===== config.mk =====
export PLATFORM = sky130hd
export DESIGN_NAME = shared_mult_sequencer_flat
export DESIGN_NICKNAME = d
export VERILOG_FILES = /design/src/rtl/shared_mult_sequencer_if.sv /design/src/rtl/shared_mult_sequencer.sv /design/src/flat_wrapper.sv
export SDC_FILE = /design/constraint.sdc
export NUM_CORES = 1
export LEC_CHECK = 0
export ABC_AREA = 1
export CORE_MARGIN = 5
export CORE_UTILIZATION = 55
export DETAILED_ROUTE_END_ITERATION = 10
export GPL_TIMING_DRIVEN = 0
export PLACE_DENSITY = 0.75
export SETUP_SLACK_MARGIN = 0.2
export SYNTH_ARGS = -nofsm -noshare
export SYNTH_HDL_FRONTEND = slang
export SYNTH_SLANG_ARGS = --single-unit

===== constraint.sdc =====
create_clock -name clk -period 3.2 [get_ports clk]
set_input_delay 0.96 -clock clk [delete_from_list [all_inputs] [get_ports clk]]
set_output_delay 0.96 -clock clk [all_outputs]
set_load 0.01 [all_outputs]

===== src/rtl/shared_mult_sequencer_if.sv =====
// Operand-load / start / busy / done handshake bundle for the shared-multiplier sequencer.
// The master side drives loads and start; the slave side returns the registered result.
interface shared_mult_sequencer_if #(
  parameter int WIDTH = 8
) ();
  logic               ld_ab;
  logic               ld_cd;
  logic [WIDTH-1:0]   a_in;
  logic [WIDTH-1:0]   b_in;
  logic               start;
  logic               busy;
  logic               done;
  logic [2*WIDTH-1:0] result;
  logic               overflow;

  modport master (
    output ld_ab, ld_cd, a_in, b_in, start,
    input  busy, done, result, overflow
  );

  modport slave (
    input  ld_ab, ld_cd, a_in, b_in, start,
    output busy, done, result, overflow
  );
endinterface


===== src/rtl/shared_mult_sequencer.sv =====
// Computes A*B + C*D by running one shift-add multiplier twice, then summing the two
// products with a carry-out overflow flag. Latency from start to done is fixed at 2*WIDTH+1.
module shared_mult_sequencer #(
  parameter int WIDTH = 8
) (
  input  logic clk,
  input  logic reset,
  shared_mult_sequencer_if.slave bus
);
  localparam int CW = (WIDTH > 1) ? $clog2(WIDTH) : 1;
  localparam logic [CW-1:0] CNT_LAST = CW'(WIDTH - 1);

  typedef enum logic [1:0] {IDLE, MUL_AB, MUL_CD, SUM} state_t;

  state_t             state_q, state_d;
  logic [WIDTH-1:0]   a_q, a_d, b_q, b_d, c_q, c_d, d_q, d_d;
  logic [2*WIDTH-1:0] p_q, p_d, p1_q, p1_d, m_q, m_d;
  logic [WIDTH-1:0]   q_q, q_d;
  logic [CW-1:0]      cnt_q, cnt_d;
  logic               busy_q, busy_d, done_q, done_d, overflow_q, overflow_d;
  logic [2*WIDTH-1:0] result_q, result_d;
  logic [2*WIDTH-1:0] p_step;
  logic [2*WIDTH:0]   sum;

  always_comb begin
    state_d    = state_q;
    a_d        = a_q;
    b_d        = b_q;
    c_d        = c_q;
    d_d        = d_q;
    p_d        = p_q;
    p1_d       = p1_q;
    m_d        = m_q;
    q_d        = q_q;
    cnt_d      = cnt_q;
    busy_d     = busy_q;
    done_d     = 1'b0;
    result_d   = result_q;
    overflow_d = overflow_q;
    p_step     = q_q[0] ? (p_q + m_q) : p_q;
    sum        = {1'b0, p1_q} + {1'b0, p_q};

    case (state_q)
      IDLE: begin
        // Start latches the pre-edge operands, so a same-cycle load only affects later runs.
        if (bus.ld_ab) begin
          a_d = bus.a_in;
          b_d = bus.b_in;
        end else if (bus.ld_cd) begin
          c_d = bus.a_in;
          d_d = bus.b_in;
        end
        if (bus.start) begin
          state_d = MUL_AB;
          m_d     = {{WIDTH{1'b0}}, a_q};
          q_d     = b_q;
          p_d     = '0;
          cnt_d   = '0;
          busy_d  = 1'b1;
        end
      end
      MUL_AB, MUL_CD: begin
        p_d   = p_step;
        m_d   = m_q << 1;
        q_d   = q_q >> 1;
        cnt_d = cnt_q + CW'(1);
        if (cnt_q == CNT_LAST) begin
          if (state_q == MUL_AB) begin
            // First product parks in P1 while the engine is reloaded with C and D.
            p1_d    = p_step;
            m_d     = {{WIDTH{1'b0}}, c_q};
            q_d     = d_q;
            p_d     = '0;
            cnt_d   = '0;
            state_d = MUL_CD;
          end else begin
            state_d = SUM;
          end
        end
      end
      SUM: begin
        {overflow_d, result_d} = sum;
        done_d  = 1'b1;
        busy_d  = 1'b0;
        state_d = IDLE;
      end
      default: state_d = IDLE;
    endcase
  end

  always_ff @(posedge clk) begin
    if (reset) begin
      state_q    <= IDLE;
      a_q        <= '0;
      b_q        <= '0;
      c_q        <= '0;
      d_q        <= '0;
      p_q        <= '0;
      p1_q       <= '0;
      m_q        <= '0;
      q_q        <= '0;
      cnt_q      <= '0;
      busy_q     <= 1'b0;
      done_q     <= 1'b0;
      result_q   <= '0;
      overflow_q <= 1'b0;
    end else begin
      state_q    <= state_d;
      a_q        <= a_d;
      b_q        <= b_d;
      c_q        <= c_d;
      d_q        <= d_d;
      p_q        <= p_d;
      p1_q       <= p1_d;
      m_q        <= m_d;
      q_q        <= q_d;
      cnt_q      <= cnt_d;
      busy_q     <= busy_d;
      done_q     <= done_d;
      result_q   <= result_d;
      overflow_q <= overflow_d;
    end
  end

  assign bus.busy     = busy_q;
  assign bus.done     = done_q;
  assign bus.result   = result_q;
  assign bus.overflow = overflow_q;
endmodule


===== src/flat_wrapper.sv =====
// flat-port wrapper written by rule: the top's interface ports become plain ports
module shared_mult_sequencer_flat 
#(
  parameter int WIDTH = 8
)
  (clk, reset, bus_ld_ab, bus_ld_cd, bus_a_in, bus_b_in, bus_start, bus_busy, bus_done, bus_result, bus_overflow);
  shared_mult_sequencer_if #(.WIDTH(WIDTH)) bus_i ();
  input  logic clk;
  input  logic reset;
  input wire logic [$bits(bus_i.ld_ab)-1:0] bus_ld_ab;
  input wire logic [$bits(bus_i.ld_cd)-1:0] bus_ld_cd;
  input wire logic [$bits(bus_i.a_in)-1:0] bus_a_in;
  input wire logic [$bits(bus_i.b_in)-1:0] bus_b_in;
  input wire logic [$bits(bus_i.start)-1:0] bus_start;
  output wire logic [$bits(bus_i.busy)-1:0] bus_busy;
  output wire logic [$bits(bus_i.done)-1:0] bus_done;
  output wire logic [$bits(bus_i.result)-1:0] bus_result;
  output wire logic [$bits(bus_i.overflow)-1:0] bus_overflow;
  assign bus_i.ld_ab = bus_ld_ab;
  assign bus_i.ld_cd = bus_ld_cd;
  assign bus_i.a_in = bus_a_in;
  assign bus_i.b_in = bus_b_in;
  assign bus_i.start = bus_start;
  assign bus_busy = bus_i.busy;
  assign bus_done = bus_i.done;
  assign bus_result = bus_i.result;
  assign bus_overflow = bus_i.overflow;
  shared_mult_sequencer #(.WIDTH(WIDTH)) u_core (.clk(clk), .reset(reset), .bus(bus_i));
endmodule

[Word level (Yosys, flattened, before mapping)]
Cells that the tools add are included.
Operators by class
  add/subtract/negate cells: 3
  shift-type cells: 0
  $mul: 0
  bitwise operators: 1
  $lt $le $gt $ge: 0
  reductions and logical operators: 10
  div/mod/pow operators: 0
  mux-type cells: 24
  equal/unequal tests: 6
Operator list (number)
  2-to-1 mux 16 bit: 7
  case mux 16 bit (2 select lines): 2
  2-to-1 mux 8 bit: 3
  adder 16 x 16 -> 17 bit: 1
  adder 16 bit: 1
  case mux 8 bit (2 select lines): 1
  2-to-1 mux 3 bit: 3
  AND reduction 2 bit: 4
  case mux 2 bit (3 select lines): 1
  case mux 3 bit (2 select lines): 1
  AND reduction 3 bit: 2
  equality test 2 bit, second input constant: 2
  2-to-1 mux 2 bit: 2
  nonzero test 2 bit: 2
  adder 3 x 1 -> 3 bit, second input constant: 1
  equality test 3 bit, second input constant: 1
  2-to-1 mux 1 bit: 3
  equality test 2 x 1 -> 1 bit, second input constant: 1
  zero test 2 bit: 1
  != test 2 x 1 -> 1 bit, second input constant: 1
  != test 2 bit, second input constant: 1
  case mux 1 bit (2 select lines): 1
  OR reduction 2 bit: 1
  inverter 1 bit: 1
Word-level totals
  memories: 0
  bits in read-only memories: 0
  register bits: 112
  input bits: 21
  latch bits: 0
  RAM bits: 0
  word-level logic and storage cells: 58

[Logic depth before layout (Yosys ltp)]
Gate-level depths: netlist of the first run.
  depth in word-level cells: 5
  depth in mapped cells: 14
  depth with buffers taken out: 14

[Worst setup path after synthesis of the first run]
OpenSTA, ideal clock, no wires.
  kind: input port to flip-flop
  start: input reset
  end: register u_core.p1_q[5]
  stages on the path: 5
  data required time: 3.085 ns
  data arrival time: 1.670 ns
  setup time: 0.115 ns
  path slack: 1.414 ns
  buffers on the path: 2
  cells stage by stage: clkbuf_1 -> dlygate4sd1_1 -> nor2_1 -> o21ai_0 -> inv_1
RTL lines
  start, declared: line flat_wrapper.sv:9  | input logic reset;
  end signal, assigned: line shared_mult_sequencer.sv:114  | p1_q <= p1_d;
  end, declared: line shared_mult_sequencer.sv:17  | logic [2*WIDTH-1:0] p_q, p_d, p1_q, p1_d, m_q, m_d;

[Final worst setup path of the first run]
  start: input bus_start
  end: register u_core.m_q[11]
On the way
  cells in the longest elaborated chain, start to end: 2
Ends and longest elaborated chain
  start, declared: line flat_wrapper.sv:14  | input wire logic [$bits(bus_i.start)-1:0] bus_start;
  != test 2 bit (no line)
  AND reduction 2 bit (no line)
  end signal, assigned: line shared_mult_sequencer.sv:115  | m_q <= m_d;
  end, declared: line shared_mult_sequencer.sv:17
Every way passes these cells.
A chain may end at the register's enable or synchronous reset.

==> metrics.cfg, run 1 <==
[run_status]
status=completed

[critical_path]
critPathLaunchType=input port
r2r-end=u_core.q_q[4]
cp_top_family=buffers and inverters
reg2reg_from=u_core.state_q[0]
worst-endpoint-arrival_ns=2.49
startpoint=bus_start
worst_r2r_path_depth=6
critPathCaptureType=register
worst-r2r-setup-slack_ns=1.19
path_cells=clkdlybuf4s50_1 -> nor2_1 -> inv_1 -> nand3_1 -> inv_2 -> buf_2 -> nand2_1 -> a21oi_1
cp_slowest_cell=clkdlybuf4s50_1
worstSetupPathType=in2reg
crit_fanout=10
critPathMaxStageDelay_ns=0.51
cp.buffers_inverters=4
crit_required_ns=3.48

[timing]
setup_viol=0
hold_violations=0
slew_viol_final=0
max_freq_mhz=453
whs_ns=0.479
slew-limit-headroom_pct=50.0
fin_crit_sh_pct=68.9
rsz0062_at_grt=false
clock-skew-final_ns=0.0106
finalCriticalPeriod_ns=2.21
fin_setup_tns_ns=0
max_slew.worst_pin.slew_ns=0.750

[floorplan]
die_h_um=116
initial_core_util_pct=56.6
rows=38
die_w_um=116
pin_count=40
dieArea_sq_mm=0.0135
core-area_sq_mm=0.0110

[synth]
yosysSeqAreaShare_pct=36.1
syn_area_sq_mm=0.00622
netlist_instances=913
ys_seq_elements=112
ys_types=36
synth.avg_cell_area_sq_um=6.81
yosys_warnings=0
synth_fp_nets=973

[global_routing]
antenna_found_initial=0
grt_pass1_vias=5391
grt_max_degree=19
grt_overflow=0
grt_pass1_wl_mm=25.9
track_usage_pct=24.0

[detailed_routing]
vias=5846
wl_per_cell_um=13.8
drt_first_iter_violations=413
vias_per_cell=5.28
drtAntennaViolNets=0
drc=0
dr.pass1.iters=6
routed_wirelength_mm=15.3

[layout]
layout-drive-gt1-share_pct=7.96
nNetsFinal=1022
stdcell_area_sq_mm=0.00707
fillerInstances=1071
area_delta_synth_final_pct=13.6
n_antenna_cell=0
utilization_pct=64.3

[pwr]
p_leak_uw=0.00331
ir_worst_vdd_uv=549
power.density_mw_per_mm2=672
total_power_uw=4750

[cts]
cts_max_path_buffers=2
cts_tree=built
cts_resized=0
clkLatencyLatePin_ns=0.36
numCtsBuffers=9
cts-root-buf=clkbuf_16
post_cts_buffers=0
clk_pin_slew_ns=0.07
cts_sinks=112
cts_hold_buf=0
htree_levels=3

[min_path]
min_path_cells=2
min_from=u_core.q_q[5]
hold_class=reg2reg
hold_end=u_core.q_q[5]

[placement]
portBuffers=38
place_area_sq_mm=0.00677
gp_congestion=0.897
hpwlAfterDp_mm=11.7

[run]
maxCapViolations=0

flip-flops by register name, indices dropped and copies added (netlist names):
signal and flops:
u_core.m_q 16, u_core.bus.busy 1, u_core.q_q 8, u_core.d_q 8, u_core.a_q 8, u_core.bus.result 16, u_core.c_q 8, u_core.bus.overflow 1
u_core.p1_q 16, u_core.cnt_q 3, u_core.state_q 2, u_core.bus.done 1, u_core.p_q 16, u_core.b_q 8
power breakdown:
| part | total [uW] | internal [uW] | switching [uW] |
|---|---|---|---|
| Combinational | 1820 | 631 | 1190 |
| Sequential | 1820 | 1640 | 174 |
| Clock | 1110 | 579 | 530 |
worst max-delay path by stage:
stage	to	slack (ns)	depth (start not counted)
2_1_floorplan	u_core.p1_q[5]	1.41	5
3_3_place_gp	u_core.m_q[11]	0.67	8
3_5_place_dp	u_core.m_q[11]	0.64	8
4_1_cts	bus_busy	0.99	1
5_1_grt	u_core.cnt_q[1]	0.93	8
6_report	u_core.m_q[11]	0.99	8
through the flow:
stage / setup WS (ns) / std cells
after CTS: 0.993 / 1107
after global placement: 0.669 / 1091
after floorplan: 1.41 / 913
after detailed placement: 0.644 / 1091
after global routing: 0.926 / 1107
final: 0.994 / 1107
area by class of cell:
cell class	instances	area [sq um]	share of cell area, %
Sequential cell	112	2240	31.7
Clock inverter	5	38.8	0.549
Buffer	37	178	2.51
Timing Repair Buffer	38	380	5.38
Multi-Input combinational cell	666	3430	48.6
Inverter	98	368	5.21
Clock buffer	11	253	3.58
Tap cell	140	175	2.48
worst reg2reg max path, stage by stage (launching register included):
cell      delay, ns
dfxtp_1        0.40
inv_1          0.08
ha_1           0.36
inv_2          0.17
clkbuf_1       0.49
a21oi_1        0.16
a221oi_1       0.26
synth_stat cells:
master / count / area share (%)
a211oi_1: 5 / 0.60
a21boi_2: 1 / 0.18
a21o_1: 1 / 0.12
a21oi_1: 79 / 6.4
a21oi_2: 6 / 0.85
a221oi_1: 7 / 0.99
a31oi_1: 5 / 0.50
and2_1: 1 / 0.10
buf_1: 1 / 0.060
buf_2: 10 / 0.80
buf_4: 3 / 0.36
clkbuf_1: 21 / 1.3
clkbuf_8: 1 / 0.22
dfxtp_1: 112 / 36
dlygate4sd1_1: 1 / 0.14
fa_1: 2 / 0.64
ha_1: 37 / 7.4
inv_1: 88 / 5.3
inv_2: 10 / 0.60
nand2_1: 190 / 11
nand2_2: 9 / 0.91
nand3_1: 38 / 3.1
nand3_2: 4 / 0.64
nand4_1: 2 / 0.20
nor2_1: 154 / 9.3
nor2_2: 2 / 0.20
nor3_1: 4 / 0.32
nor3_2: 5 / 0.80
o21ai_0: 82 / 6.6
o21ai_1: 5 / 0.40
o21ai_2: 3 / 0.42
o21bai_1: 2 / 0.24
o221ai_1: 1 / 0.14
or2_2: 7 / 0.70
xnor2_1: 8 / 1.1
xor2_1: 6 / 0.85
placed cells by master (no fill, tap or decap), types with 2 or more instances in the layout:
cell | Yosys | layout
clkbuf_16 | 0 | 9
o21ai_2 | 3 | 3
nand4_1 | 2 | 2
clkinv_2 | 0 | 2
o21bai_1 | 2 | 2
nand2_2 | 9 | 9
inv_2 | 10 | 10
nor2_1 | 154 | 154
clkbuf_8 | 1 | 3
clkbuf_1 | 21 | 21
buf_4 | 3 | 3
o21ai_0 | 82 | 82
fa_1 | 2 | 2
inv_1 | 88 | 88
a221oi_1 | 7 | 7
a21oi_1 | 79 | 79
a31oi_1 | 5 | 5
xnor2_1 | 8 | 8
dfxtp_1 | 112 | 112
buf_2 | 10 | 10
o21ai_1 | 5 | 5
nor2_2 | 2 | 2
nand2_1 | 190 | 190
xor2_1 | 6 | 6
nand3_2 | 4 | 4
ha_1 | 37 | 37
a211oi_1 | 5 | 5
or2_2 | 7 | 7
nor3_2 | 5 | 5
nand3_1 | 38 | 38
clkdlybuf4s50_1 | 0 | 38
nor3_1 | 4 | 4
a21oi_2 | 6 | 6
layer usage:
metal	up-vias	track usage, %	share of wire [%]
met5	-	0	0
met4	0	6.65	2.1
met3	30	4.82	5.5
met2	152	39.1	45
met1	2602	32.3	48
li1	3062	-	-
cells by family after synthesis:
| group | Yosys count | synth area share, % |
|---|---|---|
| and+or+nand+nor | 416 | 27.7 |
| AOI/OAI and AO/OA | 197 | 17.4 |
| buffers and inverters | 135 | 8.77 |
| DFF | 112 | 36.1 |
| adders and majority gates | 39 | 8.09 |
| xor gates and xnor gates | 14 | 1.97 |
Note: power is estimated with default switching activity, not from simulation.
==> inputs of run 2 (changes only) <==
CORE_UTILIZATION = 54   (was 55)
PLACE_DENSITY = 0.77   (was 0.75)
clock period = 2 ns   (was 3.2 ns; I/O delays follow)
==> run 2 against run 1 <==
Effect of this change:
- worst hold slack worse by 0.00086 ns
- critical endpoint is now u_core.p1_q[12]
- flip-flop and latch count unchanged
- sequential power up 62%
- setup slack worse by 0.78 ns
- largest cell class unchanged
- global-route usage decreased by 1.6 points
- utilization rose by 2.1 points
==> metrics.cfg, run 2 (synthesis gave the netlist of run 1 again) <==
[cts]
numCtsBuffers=9  ; unchanged
htree_levels=3  ; unchanged
cts_sinks=112  ; unchanged
cts_tree=built
clk_pin_slew_ns=0.07  ; about the same
cts-root-buf=clkbuf_16
cts_max_path_buffers=2  ; unchanged
clkLatencyLatePin_ns=0.36  ; about the same

[layout]
utilization_pct=66.4  ; +2.1 points
fillerInstances=1011  ; -5.6%
area_delta_synth_final_pct=21.4
final_common_cell=nand2_1
layout-drive-gt1-share_pct=16.6  ; +8.7 points
nNetsFinal=1028  ; +0.59%
instances_no_fill=1116  ; +0.81%
n_antenna_cell=0  ; unchanged
layout_common_cells=nand2_1, nor2_1, dfxtp_1

[pwr]
p_leak_uw=0.00346  ; +4.7%
ir_worst_vdd_uv=937  ; +71%
total_power_uw=8020  ; +69%
power.density_mw_per_mm2=1060  ; +58%

[timing]
slew-limit-headroom_pct=49.2  ; -0.77 points
hold_violations=0  ; unchanged
max_freq_mhz=558
finalCriticalPeriod_ns=1.79
max_slew.worst_pin.slew_ns=0.761  ; +0.0115 ns
setup_ws_ns=0.209  ; -0.785 ns
fin_crit_sh_pct=89.6
slew_viol_final=0  ; unchanged
setup_viol=0  ; unchanged
clock-skew-final_ns=0.00639  ; -0.00416 ns
fin_setup_tns_ns=0  ; unchanged
rsz0062_at_grt=true

[floorplan]
die_h_um=117  ; +0.84%
initial_core_util_pct=54.7  ; -1.9 points
rows=39  ; +2.6%
pin_count=40  ; unchanged
core-area_sq_mm=0.0114  ; +3.5%
die_w_um=117  ; +0.84%
dieArea_sq_mm=0.0138  ; +1.7%

[detailed_routing]
drc=0  ; unchanged
drt_first_iter_violations=441  ; +6.8%
routed_wirelength_mm=16.5  ; +8.0%
wl_per_cell_um=14.8  ; +7.1%
drtAntennaViolNets=0  ; unchanged
vias_per_cell=5.43  ; +2.9%
vias=6063  ; +3.7%
dr.pass1.iters=5  ; -1

[critical_path]
critPathMostFrequentCell=nand2_1
critPathLaunchType=register
worst-endpoint-arrival_ns=2.06  ; -0.43 ns
worstSetupPathType=reg2reg
crit_fanout=3  ; -7
critPathCaptureType=register
cp.buffers_inverters=1  ; -3
path_cells=ha_4 -> fa_2 -> nand3_2 -> nand2_4 -> nand2_2 -> nand2_2 -> nand2_2 -> nand2_1 -> nand2_1 -> nand3_2 -> nand2_1 -> nand2_1 -> nand2_1 -> inv_1
critPathMaxStageDelay_ns=0.38  ; -0.13 ns
cp_slowest_cell=dfxtp_4
cp_top_family=simple AND/OR/NAND/NOR gates
crit_required_ns=2.26  ; -1.22 ns

[global_routing]
grt_max_degree=20  ; +1
grt_pass1_vias=5381  ; -0.19%
antenna_found_initial=0  ; unchanged
grt_pass1_wl_mm=25.5  ; -1.4%
track_usage_pct=22.3  ; -1.6 points
grt_overflow=0  ; unchanged

[run_status]
status=completed

[placement]
hpwlAfterDp_mm=11.6  ; -0.97%
gp_congestion=0.925  ; +3.1%
dp.cells=1094  ; +0.27%
pre_cts_ws_ns=-0.171  ; -0.815 ns
portBuffers=38  ; unchanged

[run]
maxCapViolations=0  ; unchanged

[min_path]
hold_class=reg2reg

run 2: cell count changes in the layout (fill, tap and decap cells not counted), sizes merged:
cell           previous run  this run
clkbuf                   33        34
dlygate4sd2               0        19
clkdlybuf4s50            38        19
buf                      14        18
bufinv                    0         1
clkinvlp                  0         2
clkinv                    3         1
run 2: layout make-up:
type | instances | area [sq um] | share of cell area, %
plain buffers | 37 | 199 | 2.63
clock buffers | 10 | 229 | 3.03
clock inverters | 6 | 76.3 | 1.01
inverters | 98 | 370 | 4.90
multi-input cells | 666 | 3810 | 50.5
flip-flops and latches | 112 | 2280 | 30.3
well taps | 143 | 179 | 2.37
repair buffers | 44 | 402 | 5.32
run 2: worst paths after layout:
path / start / endpoint / slack (ns) / cells after the start
setup / recovery: u_core.p_q[0] / u_core.p1_q[12] / 0.21 / 14
hold / removal: u_core.cnt_q[1] / u_core.cnt_q[1] / 0.48 / 2
setup reg to reg: u_core.p_q[0] / u_core.p1_q[12] / 0.21 / 14
hold reg to reg: u_core.cnt_q[1] / u_core.cnt_q[1] / 0.48 / 2
run 2: report_power, final:
group / total, uW / switching [uW] / internal, uW
combinational: 3180 / 2010 / 1180
sequential: 2950 / 310 / 2640
clock: 1880 / 891 / 993
run 2: tightest hold or removal path: stages, from the launching register on:
cell and delay [ns]:
dfxtp_1 0.32, nand2_1 0.06, a21oi_1 0.06
run 2: repair_timing:
| item | 4_1_cts | 5_1_grt |
|---|---|---|
| setup endpoints to repair | 73 | 85 |
| gates resized for setup | 44 | 90 |
| hold buffers | 0 | 0 |
| pin swaps | 6 | 12 |
| setup buffers | 3 | 3 |
run 2: stage by stage:
stage                     hold WS (ns)  area [sq um]
after floorplan                  0.443          6220
after global placement           0.460          6780
after detailed placement         0.469          6780
after CTS                        0.479          7150
after global routing             0.499          7550
final                            0.478          7550
run 2: metal layers:
metal	vias up	global-route usage (%)	wire length (um)
met4	0	7.90	438
met1	2740	29.6	7270
met2	216	36.6	7660
met3	41	3.61	1160
li1	3066	-	-
met5	-	0	0
